## src/rtl/wishbone_master_barrier.sv

```systemverilog
// Request-path barrier between a Wishbone master and slave. Holds one request
// until ACK, backs off and reissues on RTY, and drains after ACK.
module wishbone_master_barrier #(
    parameter int unsigned BACKOFF_CYCLES = 4,
    parameter int unsigned DRAIN_CYCLES   = 1
) (
    input  logic         clk,
    input  logic         rst,
    input  logic         CYC_in,
    input  logic         STB_in,
    input  logic         WE_in,
    input  logic [15:0]  SEL_in,
    input  logic [31:0]  ADR_in,
    input  logic [127:0] DAT_M_in,
    input  logic         ACK_in,
    input  logic         RTY_in,
    output logic         CYC_out,
    output logic         STB_out,
    output logic         WE_out,
    output logic [15:0]  SEL_out,
    output logic [31:0]  ADR_out,
    output logic [127:0] DAT_M_out,
    output logic [7:0]   retry_cnt
);

    typedef enum logic [1:0] {StIdle, StIssue, StBackoff, StDrain} state_e;

    localparam logic [31:0] BackoffLoad = 32'(BACKOFF_CYCLES - 1);
    localparam logic [31:0] DrainLoad   = 32'(DRAIN_CYCLES - 1);

    state_e        state_q, state_d;
    logic [31:0]   cnt_q, cnt_d;
    logic [7:0]    retry_q, retry_d;
    logic          we_q, we_d;
    logic [15:0]   sel_q, sel_d;
    logic [31:0]   adr_q, adr_d;
    logic [127:0]  dat_q, dat_d;

    always_comb begin
        state_d = state_q;
        cnt_d   = cnt_q;
        retry_d = retry_q;
        we_d    = we_q;
        sel_d   = sel_q;
        adr_d   = adr_q;
        dat_d   = dat_q;
        unique case (state_q)
            StIdle: begin
                if (CYC_in && STB_in) begin
                    we_d    = WE_in;
                    sel_d   = SEL_in;
                    adr_d   = ADR_in;
                    dat_d   = DAT_M_in;
                    retry_d = 8'd0;
                    state_d = StIssue;
                end
            end
            StIssue: begin
                // ACK wins over a simultaneous RTY
                if (ACK_in) begin
                    cnt_d   = DrainLoad;
                    state_d = StDrain;
                end else if (RTY_in) begin
                    if (retry_q != 8'hFF) begin
                        retry_d = retry_q + 8'd1;
                    end
                    cnt_d   = BackoffLoad;
                    state_d = StBackoff;
                end else if (!CYC_in) begin
                    state_d = StIdle;
                end
            end
            StBackoff: begin
                if (!CYC_in) begin
                    state_d = StIdle;
                end else if (cnt_q == 32'd0) begin
                    state_d = StIssue;
                end else begin
                    cnt_d = cnt_q - 32'd1;
                end
            end
            StDrain: begin
                if (cnt_q == 32'd0) begin
                    state_d = StIdle;
                end else begin
                    cnt_d = cnt_q - 32'd1;
                end
            end
            default: state_d = StIdle;
        endcase
    end

    always_ff @(posedge clk) begin
        if (rst) begin
            state_q <= StIdle;
            cnt_q   <= 32'd0;
            retry_q <= 8'd0;
            we_q    <= 1'b0;
            sel_q   <= 16'd0;
            adr_q   <= 32'd0;
            dat_q   <= 128'd0;
        end else begin
            state_q <= state_d;
            cnt_q   <= cnt_d;
            retry_q <= retry_d;
            we_q    <= we_d;
            sel_q   <= sel_d;
            adr_q   <= adr_d;
            dat_q   <= dat_d;
        end
    end

    // Strobes decode the state register only, so no input reaches an output.
    assign CYC_out   = (state_q == StIssue) || (state_q == StBackoff);
    assign STB_out   = (state_q == StIssue);
    assign WE_out    = we_q;
    assign SEL_out   = sel_q;
    assign ADR_out   = adr_q;
    assign DAT_M_out = dat_q;
    assign retry_cnt = retry_q;

endmodule
```

## config.mk

```make
export PLATFORM = sky130hd
export DESIGN_NAME = wishbone_master_barrier
export DESIGN_NICKNAME = d
export VERILOG_FILES = /design/src/rtl/wishbone_master_barrier.sv
export SDC_FILE = /design/constraint.sdc
export NUM_CORES = 1
export LEC_CHECK = 0
export ABC_AREA = 1
export CAP_MARGIN = 20
export CORE_AREA = 2 2 146 148
export DETAILED_ROUTE_END_ITERATION = 6
export DIE_AREA = 0 0 148 150
export PLACE_DENSITY_LB_ADDON = 0.2
export REMOVE_ABC_BUFFERS = 1
export SKIP_LAST_GASP = 1
export SYNTH_ARGS = -nofsm -noshare
export SYNTH_HDL_FRONTEND = slang
export SYNTH_SLANG_ARGS = --single-unit
```

## constraint.sdc

```tcl
create_clock -name clk -period 5.65 [get_ports clk]
set_clock_uncertainty 0.15 [all_clocks]
set_input_delay 1.695 -clock clk [delete_from_list [all_inputs] [get_ports clk]]
set_output_delay 1.695 -clock clk [all_outputs]
set_load 0.1 [all_outputs]
```

**Word level (Yosys, flattened, before mapping)**

Cells that the tools add are included.
Widths: inputs -> output; s select.

- Add/sub/neg operators: 2
- Equal/unequal tests: 13
- Multiplexer cells: 18
- Reductions and logical operators: 10

Operators with widths:

| kind | number |
|---|---|
| $mux 32 | 4 |
| $pmux 32 s3 | 1 |
| $logic_not 32->1 | 1 |
| $mux 8 | 4 |
| $sub 32x1->32 const B | 1 |
| $pmux 8 s2 | 1 |
| $mux 2 | 7 |
| $ne 2x2->1 const B | 5 |
| $add 8x1->8 const B | 1 |
| $ne 8x8->1 const B | 1 |
| $pmux 2 s4 | 1 |
| $ne 3x3->1 const B | 2 |
| $reduce_and 5->1 | 1 |
| $eq 2x2->1 const B | 2 |
| $ne 4x4->1 const B | 1 |
| $reduce_and 4->1 | 1 |
| $reduce_and 3->1 | 1 |
| $reduce_bool 3->1 | 1 |
| $eq 2x1->1 const B | 1 |
| $logic_not 2->1 | 1 |
| $ne 2x1->1 const B | 1 |
| $reduce_and 2->1 | 1 |
| $reduce_bool 2->1 | 1 |
| $logic_and 1x1->1 | 1 |
| $logic_or 1x1->1 | 1 |

- Flip-flop bits (word level): 219
- Bits of input ports: 183
- Output and inout bits: 187

**Logic depth before layout (Yosys ltp)**

- Depth after elaboration: 5
- Mapped depth: 14
- Depth with buffers taken out: 13

**Worst setup path before layout**

OpenSTA, ideal clock, no wires.

- Path kind: register -> output
- Start: register state_q[1]
- End: output CYC_out
- Arrival: 1.307 ns
- Setup slack: 2.498 ns
- Stages on the path, launching flop included: 3
- Cells stage by stage: dfxtp_1 inv_1 ha_1

- Cells in the longest elaborated chain, start to end: 2
- Elaborated cells on any way between the ends: 3
- Those cells by class: 2 x eq/ne; 1 x reduce/logical

Ends and longest elaborated chain:

| item | RTL line | source |
|---|---|---|
| start: declaration | 31 | `state_e state_q, state_d;` |
| start signal: assignment | 95 | `state_q <= StIdle;` |
| start signal: assignment | 103 | `state_q <= state_d;` |
| $eq 2x1->1 or $eq 2x2->1 (tied branches) | 114 | `assign CYC_out = (state_q == StIssue) \|\| (state_q == StBackoff);` |
| $logic_or 1x1->1 * | 114 |  |
| end: declaration | 17 | `output logic CYC_out,` |

Every way passes the cells marked *; elsewhere a longest branch is shown, timed or not.

**Final worst setup path**

Same ends and word-level chain as after synthesis.

==> results.ini <==
[placement]
place.gp.congestion=0.842
place.port_buffers=369
pre_cts_slack_ns=1.33
hpwlAfterDp_um=21200

[power_and_ir_drop]
peakVddDrop_mv=0.292
leakage_nw=5.09
power_density_mw_per_mm2=359

[synth]
synth_top_family_by_area=simple AND/OR/NAND/NOR gates
synth_top_cells_by_count=464 x nand2_1, 219 x dfxtp_1, 199 x a21oi_1, 106 x nor2_1, 52 x inv_1
async_reset_ff_share_pct=0
synth_area_leaders=dfxtp_1 50%, nand2_1 20%, a21oi_1 11%
seq_area_frac_synth_pct=50.0
ys.flop_type=dfxtp_1
synth-compound-area-share_pct=12.7
synthXorXnorAreaFrac_pct=1.10
ys_warn_count=0
ys_seq_elements=219
syn_area_per_cell_um2=7.17
synth-edff-count=0
syn_area_mm2=0.00876
netlist.area_leader.share_pct=50.0
yosysUniqueCellTypes=31
yosysMostFrequentCell=nand2_1
synth_top_cell_by_area=dfxtp_1
synthMuxAreaShare_pct=0
syn_inst=1222
synth-simple-area-share_pct=29.2
synthAdderAreaFrac_pct=1.00

[grt]
grt_overflow_total=0
grt_antenna_before_repair=3
grt_pass1_wl_um=45300
grt_max_degree=178
grt_pass1_vias=8632
grt_usage_pct=25.6

[clock_network]
h-tree-depth=1
numCtsBuffers=25
clk_pin_slew_ns=0.06
ctsLongestPathBuffers=3
cts_setup_buffers=0
root_buffer=clkbuf_16
clk_latency_ns=0.52
tritoncts=done
ctsHoldBuffers=0
ctsResizeCount=0
cts_num_sinks=219

[timing]
final-hold-violation-count=0
slew_headroom_pct=23.8
period_share_pct=77.7
tightest_slew_ns=1.14
clock.fmax_mhz=228
rsz0062_at_grt=false
period_minus_slack_ns=4.39
holdWs_ns=0.312
setup_violations=0
fin_ws_ns=1.26
report.final.slew_viol_count=0

[routing]
dr_total_vias=8929
ant_nets=0
wl_per_cell_um=16.2
drcViolationCount=0
detail_route.vias_per_cell=4.83
drt-total-wl_um=30000
first_pass_iters=5
drt_iter0_drc=520

[cells_and_area]
seqCellArea_mm2=0.00438
drive_gt1_share_pct=4.14
area_growth_pct=52.8
multi_input_area_mm2=0.00386
fin_nets=1745
fillers=1808

[setup_path]
slowest_delay_ns=1.18
cp_slowest_cell=clkdlybuf4s50_1
critPathCaptureType=primary output
crit_required_ns=3.81
worstPathCellList=inv_1 > ha_1 > clkdlybuf4s50_1
cp_max_fo=6
cp.arrival_ns=2.55
critPathKind=register to primary output
startpoint_type=register

[floorplanning]
fp.coreArea_mm2=0.0207
rows=53
die_x_um=148
die_area_mm2=0.0222
fp.dieH_um=150
initial_core_util_pct=42.3
ioPinCount=370

[min_path]
min_path_type=register to register

[outcome]
status=finished clean

[flow_run]
drv_cap=0

-- report_power, final --
group,switching [mW],leakage (nW),internal (mW),total (mW)
Combinational,1.09,2.90,0.440,1.53
Clock,0.639,0.400,0.936,1.57
Sequential,0.0611,1.78,1.64,1.71
Total,1.79,5.09,3.02,4.81
-- cells by family (layout without fill, tap and decap cells) --
group | after synthesis | after routing
AOI/OAI and AO/OA | 220 | 220
xor gates and xnor gates | 11 | 11
adders and majority gates | 7 | 7
buffers and inverters | 124 | 473
DFF | 219 | 219
other | 0 | 3
and+or+nand+nor | 641 | 641
-- layout make-up --
cell class	instances	area share (%)
Antenna cell	3	0.0561
Sequential cell	219	32.8
Clock buffer	35	5.40
Clock inverter	8	0.561
Tap cell	275	2.57
Timing Repair Buffer	375	28.2
Inverter	55	1.60
Multi-Input combinational cell	879	28.8
-- flip-flops by register name, indices dropped and copies added (netlist names) --
name,flops
ADR_out,32
DAT_M_out,128
SEL_out,16
WE_out,1
cnt_q,32
retry_cnt,8
state_q,2
-- routing by layer --
metal | vias up | GRT usage (%) | share of wire, %
li1 | 4546 | - | -
met1 | 4024 | 29.2 | 39
met2 | 292 | 42.5 | 48
met3 | 67 | 9.21 | 8.6
met4 | 0 | 12.3 | 4.6
met5 | - | 1.36 | 0
-- layout by cell type, fill, tap and decap left out, drive strengths merged, types with 10 or more instances in the layout --
cell           synthesis  layout
inv                   52      55
nand2                467     467
o21ai                 17      17
nand3                 27      27
nor3                  14      14
clkbuf                46      35
a21oi                199     199
nand4                 13      13
xor2                  10      10
nor2                 116     116
dfxtp                219     219
clkdlybuf4s50          0     368
-- through the flow --
step                TNS [ns]  cell area (um^2)  utilization [%]  power (mW)  instances
floorplan            -701.68              8440                -        2.80       1153
global placement           0             12600             60.8        3.24       1803
detailed placement         0             12600             60.8        3.26       1803
CTS                        0             13400             64.7        4.83       1846
global route               0             13400             64.7        5.03       1848
finish                     0             13400             64.7        4.81       1849
-- critical path, delay by kind of cell, from the launching register on --
| kind | cells | cell delay [ns] |
|---|---|---|
| DFF | 1 | 0.43 |
| buffers and inverters | 2 | 1.29 |
| adders and majority gates | 1 | 0.30 |
-- final timing paths --
path / cells past startpoint / to / start / slack (ns)
worst min-delay path: 2 / DAT_M_out[6] / DAT_M_out[6] / 0.31
worst max register to register: 11 / cnt_q[23] / state_q[1] / 2.49
worst min register to register: 2 / DAT_M_out[6] / DAT_M_out[6] / 0.31
worst max-delay path: 3 / CYC_out / state_q[1] / 1.26
No activity file was read; power rests on OpenSTA's default activity.
==> patch 1, RTL diff (config.mk and constraints unchanged) <==
`adr_q` no longer has a reset.
--- a/src/rtl/wishbone_master_barrier.sv
+++ b/src/rtl/wishbone_master_barrier.sv
@@ -99,3 +99,2 @@
             sel_q   <= 16'd0;
-            adr_q   <= 32'd0;
             dat_q   <= 128'd0;
@@ -107,5 +106,8 @@
             sel_q   <= sel_d;
-            adr_q   <= adr_d;
             dat_q   <= dat_d;
         end
+    end
+
+    always_ff @(posedge clk) begin
+        adr_q <= adr_d;
     end
Function: changed (a bounded check fails within 4 cycles, from zero or initial values and one cycle with rst high).
==> patch 1 against the unedited design <==
Sequential cell count did not move; final area grew 0.37%; setup slack gained 0.031 ns; power rose by 1.5%; wire length decreased by 4.6%; count of clock-buffer cells in the layout shrank 4; synthesized area fell by 0.19%.
==> patch 1: results (changes against the unedited design) <==
Syn Area/Cell: 7.752 µm² (was 7.169 µm²)
share of post-route cells with drive strength above 1: 5.044% (was 4.137%)
outcome: finished, final reports clean (unchanged)
RD Place Congestion: 0.8852 (was 0.8419)
switching share of power: 36.21% (was 37.21%)
via count: 8,500 (was 8,929)
first-pass GRT wire length: 41.97 mm (was 45.32 mm)
final WL: 28.59 mm (was 29.97 mm)
CTS buffer count: 24 (was 25)
EDFF count, synth: 32 (was 0)
Slew headroom: 23.97% (was 23.79%)
Max FO, Critical Path: 6 (unchanged)
DP HPWL: 20.10 mm (was 21.16 mm)
DR pass1 iterations: 5 (unchanged)
clock transition at the registers of the reported paths: 0.06 ns (about the same)
Cells after DPL: 1,717 (was 1,803)
maximum VDD drop: 241.7 µV (was 291.8 µV)
All-Layer GR Usage: 23.82% (was 25.59%)
DR iter-0 viols: 457 (was 520)
main area contributors after synthesis: dfxtp_1, nand2_1, edfxtp_1 (was dfxtp_1, nand2_1, a21oi_1)
# fillers: 1,770 (was 1,808)
post-synthesis compound-gate area fraction: 11.20% (was 12.65%)
largest net degree at the start of global routing: 114 (was 178)
XOR/XNOR Fraction of Synth Area: 0.9014% (was 1.100%)
sequential element share of the synthesized area: 53.80% (was 50.04%)
GR Overflow Total: 0 (unchanged)
fraction of the mapped netlist area in adder cells: 1.002% (was 0.9997%)
vias in the first global route: 7,670 (was 8,632)
fin cells: 1,765 (was 1,849)
Post-synth top cells: nand2_1, dfxtp_1, a21oi_1 (unchanged)
Final nets: 1,659 (was 1,745)
Synth cell types: 32 (was 31)
leakage power: 5.103 nW (was 5.085 nW)
Worst EP arrival: 2.52 ns (was 2.55 ns)
-- patch 1: cell types whose count changed after synthesis, sizes merged, moves of 10 or more --
cell and delta:
nor2 +13, dfxtp -32, edfxtp +32, a21oi -36, nand2 -66, buf -10
-- patch 1: worst paths after layout --
path,start,to,slack [ns],cells past startpoint
max,state_q[1],CYC_out,1.29,3
min,SEL_out[14],SEL_out[14],0.31,2
max reg2reg,state_q[1],DAT_M_out[72],2.77,7
min reg2reg,SEL_out[14],SEL_out[14],0.31,2
-- patch 1: layer usage --
| layer | track usage [%] | share of wire (%) | wire length, µm | vias to the layer above |
|---|---|---|---|---|
| li1 | - | - | - | 4299 |
| met1 | 29.33 | 40 | 11490 | 3868 |
| met2 | 40.81 | 49 | 14000 | 288 |
| met3 | 6.098 | 8.3 | 2366 | 45 |
| met4 | 7.810 | 2.5 | 726 | 0 |
| met5 | 0 | 0 | 0 | - |
-- patch 1: cell families (layout without fill, tap and decap cells) --
logic type	after synthesis	count (layout)
buf+inv	113	472
flops	219	219
other cells	0	3
simple gates	594	594
xor+xnor	9	9
fa+ha+maj	7	7
compound gates	186	186
-- patch 1: worst max-delay path, stage by stage (launching register included) --
cell and delay, ns:
dfxtp_1 0.47, inv_1 0.13, ha_1 0.29, clkdlybuf4s50_1 1.13
-- patch 1: through the flow --
stage	worst slack (ns)	instance area [µm²]	TNS (ns)	power (mW)
final	1.289	13440	0	4.881
after detailed placement	1.239	12570	0	3.262
after CTS	1.266	13400	0	4.901
after floorplan	-3.310	8468	-554.78	2.827
after global routing	1.208	13430	0	5.101
after global placement	1.236	12570	0	3.248
-- patch 1: area by class of cell --
cell class / count / area, µm² / share of cell area [%]
Tap cell: 275 / 344.1 / 2.561
Antenna cell: 3 / 7.507 / 0.05587
Sequential cell: 219 / 4705 / 35.01
Multi-Input combinational cell: 796 / 3570 / 26.57
Inverter: 55 / 211.5 / 1.574
Clock buffer: 31 / 656.9 / 4.889
Clock inverter: 13 / 172.7 / 1.285
Timing Repair Buffer: 373 / 3770 / 28.06
-- patch 1: power groups by stage --
stage                     Sequential (mW)  Combinational [mW]  Clock (mW)
after floorplan                      2.30               0.528           0
after global placement               1.76                1.48           0
after detailed placement             1.77                1.49           0
after CTS                            1.73                1.50        1.67
after global routing                 1.74                1.62        1.74
final                                1.74                1.51        1.64
==> patch 2, RTL diff (same settings) <==
Without the edit above. Register the output `retry_cnt` once more; this adds one clock of latency there. The other outputs are not delayed to match.
--- a/src/rtl/wishbone_master_barrier.sv
+++ b/src/rtl/wishbone_master_barrier.sv
@@ -119,3 +119,5 @@
     assign DAT_M_out = dat_q;
-    assign retry_cnt = retry_q;
+    always_ff @(posedge clk) begin
+        retry_cnt <= retry_q;
+    end
 
Check against the original RTL: not equivalent (a bounded check fails within 4 cycles, from zero or initial values and one cycle with rst high).
==> patch 2 against the unedited design <==
Worst hold slack got worse by 0.097 ns; power increased by 2.7%; first-iteration DRC count decreased by 1.7%; synthesized area increased by 3.3%; sequential cell count increased by 8; setup slack got worse by 0.12 ns; register-to-register slack improved by 0.49 ns; wire length decreased by 0.20%; final area increased by 2.6%; critical path type unchanged; largest cell class unchanged; largest power group unchanged; highest routed layer is now met5.
==> patch 2: results (changes against the unedited design) <==
Final nets: 1,749 (was 1,745)
Max Buffers Root-to-Sink: 3 (unchanged)
Yosys warning count: 0 (unchanged)
H-tree depth: 1 (unchanged)
outcome: finished, final reports clean (unchanged)
Crit-path slowest cell: clkdlybuf4s50_1 (unchanged)
share of post-route cells with drive strength above 1: 6.278% (was 4.137%)
DP HPWL: 21.01 mm (was 21.16 mm)
Gate power share: 30.1% (was 31.8%)
largest net degree at the start of global routing: 117 (was 178)
sequential element share of the synthesized area: 50.20% (was 50.04%)
Post-synth top cells: nand2_1, dfxtp_1, a21oi_1 (unchanged)
post-cts gate resize count: 0 (unchanged)
initial antenna violation count: 2 (was 3)
Worst EP arrival: 2.66 ns (was 2.55 ns)
switching power total: 1.777 mW (was 1.789 mW)
vias in the first global route: 8,245 (was 8,632)
All-Layer GR Usage: 25.04% (was 25.59%)
worst slack, placed: 1.581 ns (was 1.325 ns)
Max FO, Critical Path: 10 (was 6)
via count: 9,108 (was 8,929)
Slew headroom: 27.12% (was 23.79%)
Cells after DPL: 1,806 (was 1,803)
PwrDens: 359.5 nW/µm² (was 359.2 nW/µm²)
DR iter-0 viols: 511 (was 520)
first-pass GRT wire length: 44.80 mm (was 45.32 mm)
slowest stage delay, CP: 1.21 ns (was 1.18 ns)
clk root buf: clkbuf_16 (unchanged)
vias per cell: 4.915 (was 4.829)
main area contributors after synthesis: dfxtp_1, nand2_1, a21oi_1 (unchanged)
hold buffer count at CTS: 0 (unchanged)
Setup Buffers After CTS: 0 (unchanged)
I/O Buffers: 369 (unchanged)
maximum VDD drop: 221.4 µV (was 291.8 µV)
DR pass1 iterations: 6 (was 5)
drt wl/cell: 16.14 µm (was 16.21 µm)
Synth cell types: 37 (was 31)
Syn Area/Cell: 7.390 µm² (was 7.169 µm²)
RD Place Congestion: 0.8624 (was 0.8419)
placed inst area: 12,860 µm² (was 12,580 µm²)
P_clk: 1.70 mW (was 1.57 mW)
leakage power: 5.184 nW (was 5.085 nW)
[patch 2: cell count changes in the layout (fill, tap and decap cells not counted), sizes merged, moves of 3 or more]
cell | before | now
nor3 | 14 | 6
nor2 | 116 | 104
o21bai | 0 | 3
nand2 | 467 | 471
a21oi | 199 | 209
o21ai | 17 | 8
nand3b | 1 | 4
inv | 55 | 47
nand3 | 27 | 37
dfxtp | 219 | 227
[patch 2: worst paths after layout]
path                    from            to  slack (ns)  depth (start not counted)
setup reg to reg  state_q[1]      cnt_q[2]        2.98                          6
hold / removal    retry_q[5]  retry_cnt[5]        0.22                          0
setup / recovery  state_q[1]       STB_out        1.14                          3
hold reg to reg   retry_q[5]  retry_cnt[5]        0.22                          0
[patch 2: final cells by class]
type	instances	area, µm²
inverter	46	176.4
timing repair buffer	376	3772
clock buffer	33	715.7
multi-input combinational	883	4029
tap	275	344.1
antenna	1	2.502
fill	1739	6957
sequential	227	4544
clock inverter	12	148.9
[patch 2: layer usage]
layer	wire, µm	GRT usage (%)	vias to the layer above
li1	-	-	4587
met1	12210	31.00	4155
met2	14400	41.99	289
met3	2002	5.305	75
met4	1277	11.29	2
met5	16	0	-
[patch 2: critical path: cells and delay by family, from the launching register on]
kind / cells / cell delay, ns
adder cells (fa/ha/maj): 1 / 0.39
buffers and inverters: 2 / 1.35
flip-flops: 1 / 0.41
[patch 2: cells by family (layout without fill, tap and decap cells)]
logic type	Yosys count	after routing	synth area share (%)
buf+inv	115	467	5.432
fa+ha+maj	7	7	0.9675
compound gates	226	226	13.66
simple gates	638	638	28.58
other cells	0	1	0
xor+xnor	12	12	1.161
flops	227	227	50.20
